===== src/rtl/alu_issue_pkg.sv =====
// Shared op codes, ALU control encodings and issue-FSM states for alu_issue.
package alu_issue_pkg;

    localparam logic [3:0] OP_ADD  = 4'd0;
    localparam logic [3:0] OP_SUB  = 4'd1;
    localparam logic [3:0] OP_AND  = 4'd2;
    localparam logic [3:0] OP_OR   = 4'd3;
    localparam logic [3:0] OP_ADDW = 4'd4;
    localparam logic [3:0] OP_SUBW = 4'd5;
    localparam logic [3:0] OP_SLT  = 4'd6;
    localparam logic [3:0] OP_SLTU = 4'd7;
    localparam logic [3:0] OP_BEQ  = 4'd8;
    localparam logic [3:0] OP_BNE  = 4'd9;
    localparam logic [3:0] OP_BLT  = 4'd10;
    localparam logic [3:0] OP_BGE  = 4'd11;
    localparam logic [3:0] OP_BLTU = 4'd12;
    localparam logic [3:0] OP_BGEU = 4'd13;

    localparam logic [3:0] CTRL_ADD = 4'b0010;
    localparam logic [3:0] CTRL_SUB = 4'b0110;
    localparam logic [3:0] CTRL_AND = 4'b0000;
    localparam logic [3:0] CTRL_OR  = 4'b0001;

    typedef enum logic [1:0] {
        ST_IDLE = 2'd0,
        ST_EXEC = 2'd1,
        ST_DONE = 2'd2
    } state_e;

endpackage


===== src/rtl/alu_op_dec.sv =====
// Combinational op decode: ALUCtrl selection and final result/branch/illegal derivation
// from the ALU output and flags. Zero latency, no handshake.
module alu_op_dec
    import alu_issue_pkg::*;
#(
    parameter int XLEN = 64
) (
    input  logic [3:0]      i_op,
    input  logic [XLEN-1:0] i_alu_out,
    input  logic            i_alu_carry,
    input  logic            i_alu_zero,
    input  logic            i_alu_overflow,
    output logic [3:0]      o_alu_ctrl,
    output logic [XLEN-1:0] o_result,
    output logic            o_taken,
    output logic            o_illegal
);

    logic w_lt;
    logic w_ltu;
    logic w_eq;

    // Carry set on a subtract means no borrow, i.e. A >= B unsigned.
    assign w_ltu = ~i_alu_carry;
    assign w_lt  = i_alu_out[XLEN-1] ^ i_alu_overflow;
    assign w_eq  = i_alu_zero;

    always_comb begin
        o_alu_ctrl = CTRL_ADD;
        o_result   = '0;
        o_taken    = 1'b0;
        o_illegal  = 1'b0;
        case (i_op)
            OP_ADD:  o_result = i_alu_out;
            OP_SUB:  begin o_alu_ctrl = CTRL_SUB; o_result = i_alu_out; end
            OP_AND:  begin o_alu_ctrl = CTRL_AND; o_result = i_alu_out; end
            OP_OR:   begin o_alu_ctrl = CTRL_OR;  o_result = i_alu_out; end
            OP_ADDW: o_result = {{(XLEN-32){i_alu_out[31]}}, i_alu_out[31:0]};
            OP_SUBW: begin
                o_alu_ctrl = CTRL_SUB;
                o_result   = {{(XLEN-32){i_alu_out[31]}}, i_alu_out[31:0]};
            end
            OP_SLT:  begin o_alu_ctrl = CTRL_SUB; o_result = {{(XLEN-1){1'b0}}, w_lt};  end
            OP_SLTU: begin o_alu_ctrl = CTRL_SUB; o_result = {{(XLEN-1){1'b0}}, w_ltu}; end
            OP_BEQ:  begin o_alu_ctrl = CTRL_SUB; o_taken = w_eq;   end
            OP_BNE:  begin o_alu_ctrl = CTRL_SUB; o_taken = ~w_eq;  end
            OP_BLT:  begin o_alu_ctrl = CTRL_SUB; o_taken = w_lt;   end
            OP_BGE:  begin o_alu_ctrl = CTRL_SUB; o_taken = ~w_lt;  end
            OP_BLTU: begin o_alu_ctrl = CTRL_SUB; o_taken = w_ltu;  end
            OP_BGEU: begin o_alu_ctrl = CTRL_SUB; o_taken = ~w_ltu; end
            default: o_illegal = 1'b1;
        endcase
    end

endmodule


===== src/rtl/alu_issue.sv =====
// Issue FSM driving an external combinational ALU; result valid two cycles after accept,
// results held stable while out_ready is low, and a new request can be taken on the retiring cycle.
module alu_issue
    import alu_issue_pkg::*;
#(
    parameter int XLEN = 64
) (
    input  logic            clk,
    input  logic            rst,
    input  logic            in_valid,
    output logic            in_ready,
    input  logic [3:0]      in_op,
    input  logic [XLEN-1:0] in_a,
    input  logic [XLEN-1:0] in_b,
    output logic [XLEN-1:0] alu_a,
    output logic [XLEN-1:0] alu_b,
    output logic [3:0]      alu_ctrl,
    input  logic [XLEN-1:0] alu_out,
    input  logic            alu_carry,
    input  logic            alu_zero,
    input  logic            alu_overflow,
    output logic            out_valid,
    input  logic            out_ready,
    output logic [XLEN-1:0] out_result,
    output logic            out_taken,
    output logic            out_illegal
);

    state_e          r_state;
    logic [3:0]      r_op;
    logic [XLEN-1:0] r_a;
    logic [XLEN-1:0] r_b;
    logic            r_out_valid;
    logic [XLEN-1:0] r_result;
    logic            r_taken;
    logic            r_illegal;

    logic [XLEN-1:0] w_dec_result;
    logic            w_dec_taken;
    logic            w_dec_illegal;
    logic            w_accept;

    alu_op_dec #(.XLEN(XLEN)) u_dec (
        .i_op           (r_op),
        .i_alu_out      (alu_out),
        .i_alu_carry    (alu_carry),
        .i_alu_zero     (alu_zero),
        .i_alu_overflow (alu_overflow),
        .o_alu_ctrl     (alu_ctrl),
        .o_result       (w_dec_result),
        .o_taken        (w_dec_taken),
        .o_illegal      (w_dec_illegal)
    );

    // Ready depends only on state and out_ready so decode never sees an in_valid->in_ready loop.
    assign in_ready = (r_state == ST_IDLE) || ((r_state == ST_DONE) && out_ready);
    assign w_accept = in_valid && in_ready;

    assign alu_a       = r_a;
    assign alu_b       = r_b;
    assign out_valid   = r_out_valid;
    assign out_result  = r_result;
    assign out_taken   = r_taken;
    assign out_illegal = r_illegal;

    always_ff @(posedge clk) begin
        if (rst) begin
            r_state     <= ST_IDLE;
            r_op        <= OP_ADD;
            r_a         <= '0;
            r_b         <= '0;
            r_out_valid <= 1'b0;
            r_result    <= '0;
            r_taken     <= 1'b0;
            r_illegal   <= 1'b0;
        end else begin
            case (r_state)
                ST_IDLE: begin
                    if (w_accept) begin
                        r_op    <= in_op;
                        r_a     <= in_a;
                        r_b     <= in_b;
                        r_state <= ST_EXEC;
                    end
                end
                ST_EXEC: begin
                    r_result    <= w_dec_result;
                    r_taken     <= w_dec_taken;
                    r_illegal   <= w_dec_illegal;
                    r_out_valid <= 1'b1;
                    r_state     <= ST_DONE;
                end
                ST_DONE: begin
                    if (out_ready) begin
                        r_out_valid <= 1'b0;
                        if (w_accept) begin
                            r_op    <= in_op;
                            r_a     <= in_a;
                            r_b     <= in_b;
                            r_state <= ST_EXEC;
                        end else begin
                            r_state <= ST_IDLE;
                        end
                    end
                end
                default: r_state <= ST_IDLE;
            endcase
        end
    end

endmodule


===== config.mk =====
export PLATFORM = sky130hd
export DESIGN_NAME = alu_issue
export DESIGN_NICKNAME = d
export VERILOG_FILES = /design/src/rtl/alu_issue_pkg.sv /design/src/rtl/alu_op_dec.sv /design/src/rtl/alu_issue.sv
export SDC_FILE = /design/constraint.sdc
export NUM_CORES = 1
export LEC_CHECK = 0
export ABC_AREA = 1
export CORE_MARGIN = 8
export CORE_UTILIZATION = 40
export DETAILED_ROUTE_END_ITERATION = 8
export GPL_TIMING_DRIVEN = 1
export PLACE_DENSITY = 0.82
export SETUP_SLACK_MARGIN = 0.05
export SYNTH_ARGS = -nofsm -noshare
export SYNTH_HDL_FRONTEND = slang
export SYNTH_SLANG_ARGS = --single-unit

===== constraint.sdc =====
create_clock -name clk -period 1.86 [get_ports clk]
set_clock_uncertainty 0.1 [all_clocks]
set_input_delay 0.465 -clock clk [delete_from_list [all_inputs] [get_ports clk]]
set_output_delay 0.465 -clock clk [all_outputs]
set_load 0.02 [all_outputs]

Yosys cells after proc, flatten, opt, wreduce, memory -nomap -nowiden
Index checks and enable logic that the tools add are counted.
{ "op_classes": {"muxes": 19, "reduce_logical": 14, "eq_ne": 17, "bitwise": 4} }
{ "op_table": {"columns": ["op", "count"], "rows": [
  ["64-bit two-way mux", 4],
  ["64-bit case mux with 2 select lines", 2],
  ["64-bit case mux with 4 select lines", 1],
  ["4-bit equality test, second input constant", 6],
  ["4-bit by 3-bit equality test with 1-bit output, second input constant", 4],
  ["14-bit OR reduction", 1],
  ["10-bit OR reduction", 1],
  ["3-bit case mux with 3 select lines", 1],
  ["4-bit by 2-bit equality test with 1-bit output, second input constant", 2],
  ["4-bit two-way mux", 2],
  ["4-bit case mux with 2 select lines", 1],
  ["1-bit case mux with 6 select lines", 1],
  ["2-bit case mux with 3 select lines", 1],
  ["2-bit AND reduction", 3],
  ["4-bit by 1-bit equality test with 1-bit output, second input constant", 1],
  ["4-bit zero test", 1],
  ["2-bit two-way mux", 2],
  ["2-bit != test, second input constant", 2],
  ["2-bit nonzero test", 2],
  ["4-bit OR reduction", 1],
  ["1-bit two-way mux", 3],
  ["1-bit inverter", 3],
  ["2-bit by 1-bit equality test with 1-bit output, second input constant", 1],
  ["2-bit equality test, second input constant", 1],
  ["6 further kinds", 7]
]} }
{ "totals": {"reg_bits": 201, "out_inout_bits": 200, "elab_cells": 62, "input_bits": 203} }

Longest topological paths before layout
{ "depth": {"word_depth": 7, "mapped_depth": 9, "depth_no_buf": 9} }

Hierarchy
From an unflattened synthesis, not the netlist that was laid out.
{ "unflattened": {"hier_cells": 1345, "hier_area_um2": 8911.0} }
{ "modules_own_cells": {"columns": ["module", "cells_per_inst", "instances", "area_per_inst_um2", "seq_area_each_um2"], "rows": [
  ["alu_issue", 1165, 1, 8157.8, 4023.9],
  ["alu_op_dec", 180, 1, 753.2, 0.0]
]} }

Worst setup path before layout
No wires, ideal clock.
{ "synth_path": {"kind": "input to register", "startpoint": "input port out_ready", "endpoint": "register r_a[16] (netlist: alu_a[16])", "t_required_ns": 1.696, "setup_time_ns": 0.064, "n_path_buf": 3, "setup_slack_ns": 0.206, "stages": 9, "t_arrival_ns": 1.489, "cell_sequence": "inv_1 -> a21oi_2 -> nand2_2 -> buf_6 -> inv_6 -> buf_12 -> buf_12 -> nor2_2 -> nor2_1"} }
{ "synth_via": {"elab_chain_len": 6, "word_cells_on_any_way": 8, "cone_classes": "eq/ne: 1; mux: 3; reduce/logical: 4"} }
{ "synth_lines": {"columns": ["element", "line_no", "rtl"], "rows": [
  ["start: declaration", "alu_issue.sv:23", "input logic out_ready,"],
  ["1-bit logical AND (*)", "alu_issue.sv:56", "assign in_ready = (r_state == ST_IDLE) || ((r_state == ST_DONE) && out_ready);"],
  ["1-bit logical OR (*)", "alu_issue.sv:56", null],
  ["via in_ready", "alu_issue.sv:11", "output logic in_ready,"],
  ["1-bit logical AND (*)", "alu_issue.sv:57", "assign w_accept = in_valid && in_ready;"],
  ["64-bit two-way mux (*)", null, null],
  ["64-bit two-way mux", null, null],
  ["64-bit case mux with 2 select lines (*)", null, null],
  ["end signal: assignment", "alu_issue.sv:81", "r_a <= in_a;"],
  ["end signal: assignment", "alu_issue.sv:98", "r_a <= in_a;"],
  ["end: declaration", "alu_issue.sv:31", "logic [XLEN-1:0] r_a;"]
]} }
Mark *: on every way through the listed nets, which the timed path passes. The rest lies on a longest branch. The select of a mux whose other input is x is not followed.
A chain may end at the register's enable or synchronous reset.

Final worst setup path
{ "layout_path": {"startpoint": "register r_op[1]", "endpoint": "output port alu_ctrl[2]"} }
{ "layout_via": {"elab_chain_len": 3, "word_cells_on_any_way": 14, "cone_classes": "eq/ne: 12; mux: 1; reduce/logical: 1"} }
{ "layout_lines": {"columns": ["element", "line_no", "rtl"], "rows": [
  ["start: declaration", "alu_issue.sv:30", "logic [3:0] r_op;"],
  ["start signal: assignment", "alu_issue.sv:80", "r_op <= in_op;"],
  ["start signal: assignment", "alu_issue.sv:97", "r_op <= in_op;"],
  ["4-bit by 1-bit equality test with 1-bit output, or another cell as far along", "alu_op_dec.sv:33", "case (i_op)"],
  ["10-bit OR reduction (no line)", null, null],
  ["3-bit case mux with 3 select lines (*)", "alu_op_dec.sv:33", null],
  ["end: declaration", "alu_issue.sv:17", "output logic [3:0] alu_ctrl,"]
]} }
Mark *: on every way between the ends. The rest lies on a longest branch, timed or not.

==> impl_metrics.py <==
metrics = {
    "setup_path": {
        "cpPeakStageDelay_ns": 0.32,
        "required_ns": 1.29,
        "cp_cell_sequence": "buf_6 -> inv_4 -> nand2_4 -> a21oi_4 -> buf_12",
        "cp-end-kind": "output port",
        "cp_slowest_cell": "dfxtp_2",
        "crit_type": "reg -> out",
        "crit_path_max_fanout": 6,
        "crit_arrival_ns": 1.39,
        "worstSetupStartpointType": "flip-flop",
    },
    "timing": {
        "fin_crit_ns": 1.96,
        "setup_viol": 2,
        "rsz0062_at_grt": "yes",
        "period_share_pct": 105,
        "hold_viol": 0,
        "timing.final.ws_setup_ns": -0.0960,
        "max_freq_mhz": 511,
        "slew_violations": 0,
        "whs_ns": 0.360,
    },
    "finish": {
        "stdcell_count": 1660,
        "fillers": 1641,
        "drive_gt1_share_pct": 13.9,
        "area_growth_syn_to_layout_pct": 62.9,
        "regArea_um2": 4030,
        "multi_input_comb_area_um2": 3170,
        "final_util_pct": 65.5,
        "nNetsFinal": 1580,
    },
    "run_status": {
        "outcome": "finished, violations left",
        "violations": "setup timing",
    },
    "synthesis": {
        "yosysMostFrequentCell": "nand2_1",
        "synth_top_area_share_pct": 52.1,
        "synth_cell_types": 24,
        "ys_seq_area_share_pct": 52.1,
        "syn_avg_cell_area_um2": 7.81,
        "yosysWarningCount": 0,
        "synthArstFlopShare_pct": 0,
        "postSynthCellCount": 988,
        "synth_top_area_cell": "dfxtp_1",
        "yosys-top-cells-count": "nand2_1 (213), dfxtp_1 (201), nor2_1 (182)",
        "syn_area_um2": 7720,
        "synth-main-ff-cell": "dfxtp_1",
        "yosys-top-cells-area": "dfxtp_1 (52%), nand2_1 (10%), nor2_1 (8.9%)",
        "ys_ff_latch": 201,
        "synth-edff-count": 0,
        "syn-num-nets": 1191,
    },
    "global_routing": {
        "antenna_found_initial": 5,
        "grt_pass1_vias": 7742,
        "grt_max_degree": 74,
        "grt_overflow_total": 0,
        "grt_util_met3_pct": 9.65,
        "grt_pass1_wl_mm": 42.7,
        "busiest_layer": "met2",
        "track_usage_pct": 22.3,
        "met2_usage_pct": 37.4,
        "grt.met1_usage_pct": 23.8,
    },
    "power_and_ir_drop": {
        "ir_drop_mv": 0.711,
        "p_comb_share_pct": 20.4,
        "finalPower_uw": 11600,
        "pwr-share-clk_pct": 38.3,
        "total_leakage_power_uw": 0.00571,
        "p_per_area_nw_per_um2": 924,
        "p_sw_share_pct": 27.2,
        "seqPwrFrac_pct": 41.3,
        "internal_power_uw": 8460,
        "p_switching_uw": 3160,
    },
    "drt": {
        "via_per_inst": 4.74,
        "dr_total_vias": 7861,
        "drtPass1Iterations": 5,
        "wirelength_mm": 28.2,
        "routedWlPerCell_um": 17.0,
        "drtIter0Drc": 409,
        "drc": 0,
        "ant_nets": 0,
    },
    "clocking": {
        "clk_pin_slew_ns": 0.06,
        "cts_root_buf": "clkbuf_16",
        "cts_made_buffers": 22,
        "clkSinkCount": 201,
        "htree_levels": 1,
        "cts_tree": "yes",
        "clk_path_buf_depth": 3,
        "clock_latency_ns": 0.49,
        "cts-hold-fix-buffers": 0,
    },
    "placement": {
        "place_hpwl_mm": 20.5,
        "dpl.cell_count": 1608,
        "port_buffers": 401,
        "place_congestion": 0.875,
        "pre_cts_ws_ns": -0.531,
    },
    "floorplan": {
        "die-area_um2": 24000,
        "core_um2": 19200,
        "rows": 51,
        "start_util_pct": 40.2,
        "die_width_um": 155,
        "ios": 403,
        "die_y_um": 155,
    },
    "min_path": {
        "hp-class": "reg -> reg",
    },
    "flow_run": {
        "cap_violations": 0,
    },
}
-- path summary, 6_finish.rpt --
path                                startpoint              to  slack, ns  depth (start not counted)
worst min register to register  out_result[20]  out_result[20]       0.36                          2
worst max-delay path                   r_op[1]     alu_ctrl[2]       -0.1                          5
worst min-delay path            out_result[20]  out_result[20]       0.36                          2
worst max register to register      r_state[0]  out_result[41]       0.18                          6
-- logic make-up after synthesis --
| family | synth area share [%] |
|---|---|
| buffers and inverters | 7.49 |
| and+or+nand+nor | 26.9 |
| other | 0.0486 |
| DFF | 52.1 |
| AOI/OAI and AO/OA | 13.5 |
-- state kept, by name, indices dropped and copies added (netlist names) --
name / flops
alu_b: 64
alu_a: 64
r_op: 4
out_taken: 1
out_valid: 1
out_illegal: 1
out_result: 64
r_state: 2
-- per-layer routing --
| layer | wire length [um] | vias up |
|---|---|---|
| met3 | 3080 | 64 |
| met4 | 969 | 2 |
| li1 | - | 3908 |
| met1 | 10400 | 3547 |
| met5 | 13 | - |
| met2 | 13700 | 340 |
-- metrics by stage --
stage                     area, um2  setup TNS [ns]
after CTS                     12500          -0.285
after detailed placement      11900          -40.74
after global placement        11900          -35.94
final                         12600          -0.158
after floorplan                7720               0
after global routing          12600          -0.344
-- worst max-delay path: cells and delay by family (launching register included) --
family	cells	cell delay, ns
buffers and inverters	3	0.34
flip-flops	1	0.32
AO/OA/AOI/OAI	1	0.17
AND/OR/NAND/NOR	1	0.06
-- power by group through the flow --
stage	Clock [uW]	Combinational [uW]	Sequential [uW]
2_1_floorplan	0	869	5260
3_3_place_gp	0	2490	4880
3_5_place_dp	0	2510	4900
4_1_cts	4570	2370	4800
5_1_grt	4740	2580	4840
6_report	4450	2370	4800
-- layout make-up --
cell class | count | share of cell area, %
antenna | 4 | 0.0796
sequential | 201 | 32.0
clock inverter | 7 | 0.677
clock buffer | 31 | 5.29
timing repair buffer | 438 | 33.5
multi-input combinational | 698 | 25.2
inverter | 16 | 0.577
tap | 265 | 2.64
-- cells in the final DEF, fill, tap and decap left out, drive strengths merged --
cell / instances
dlygate4sd2: 155
nand2: 214
nor2: 264
nor3: 1
clkinv: 5
diode: 4
dfxtp: 201
buf: 42
nand3: 7
clkdlybuf4s50: 200
inv: 16
or2: 1
bufinv: 2
clkdlybuf4s15: 29
a21oi: 74
conb: 1
nand4: 2
o21ai: 133
nand3b: 1
clkbuf: 43
-- what timing repair did --
| item | CTS | global route |
|---|---|---|
| buffers inserted | 8 | 2 |
| endpoints found under the hold margin | 0 | 0 |
| resized for setup | 249 | 47 |
| setup endpoints to repair | 199 | 84 |
| pin swaps | 5 | 5 |
(Power assumes the default switching activity.)
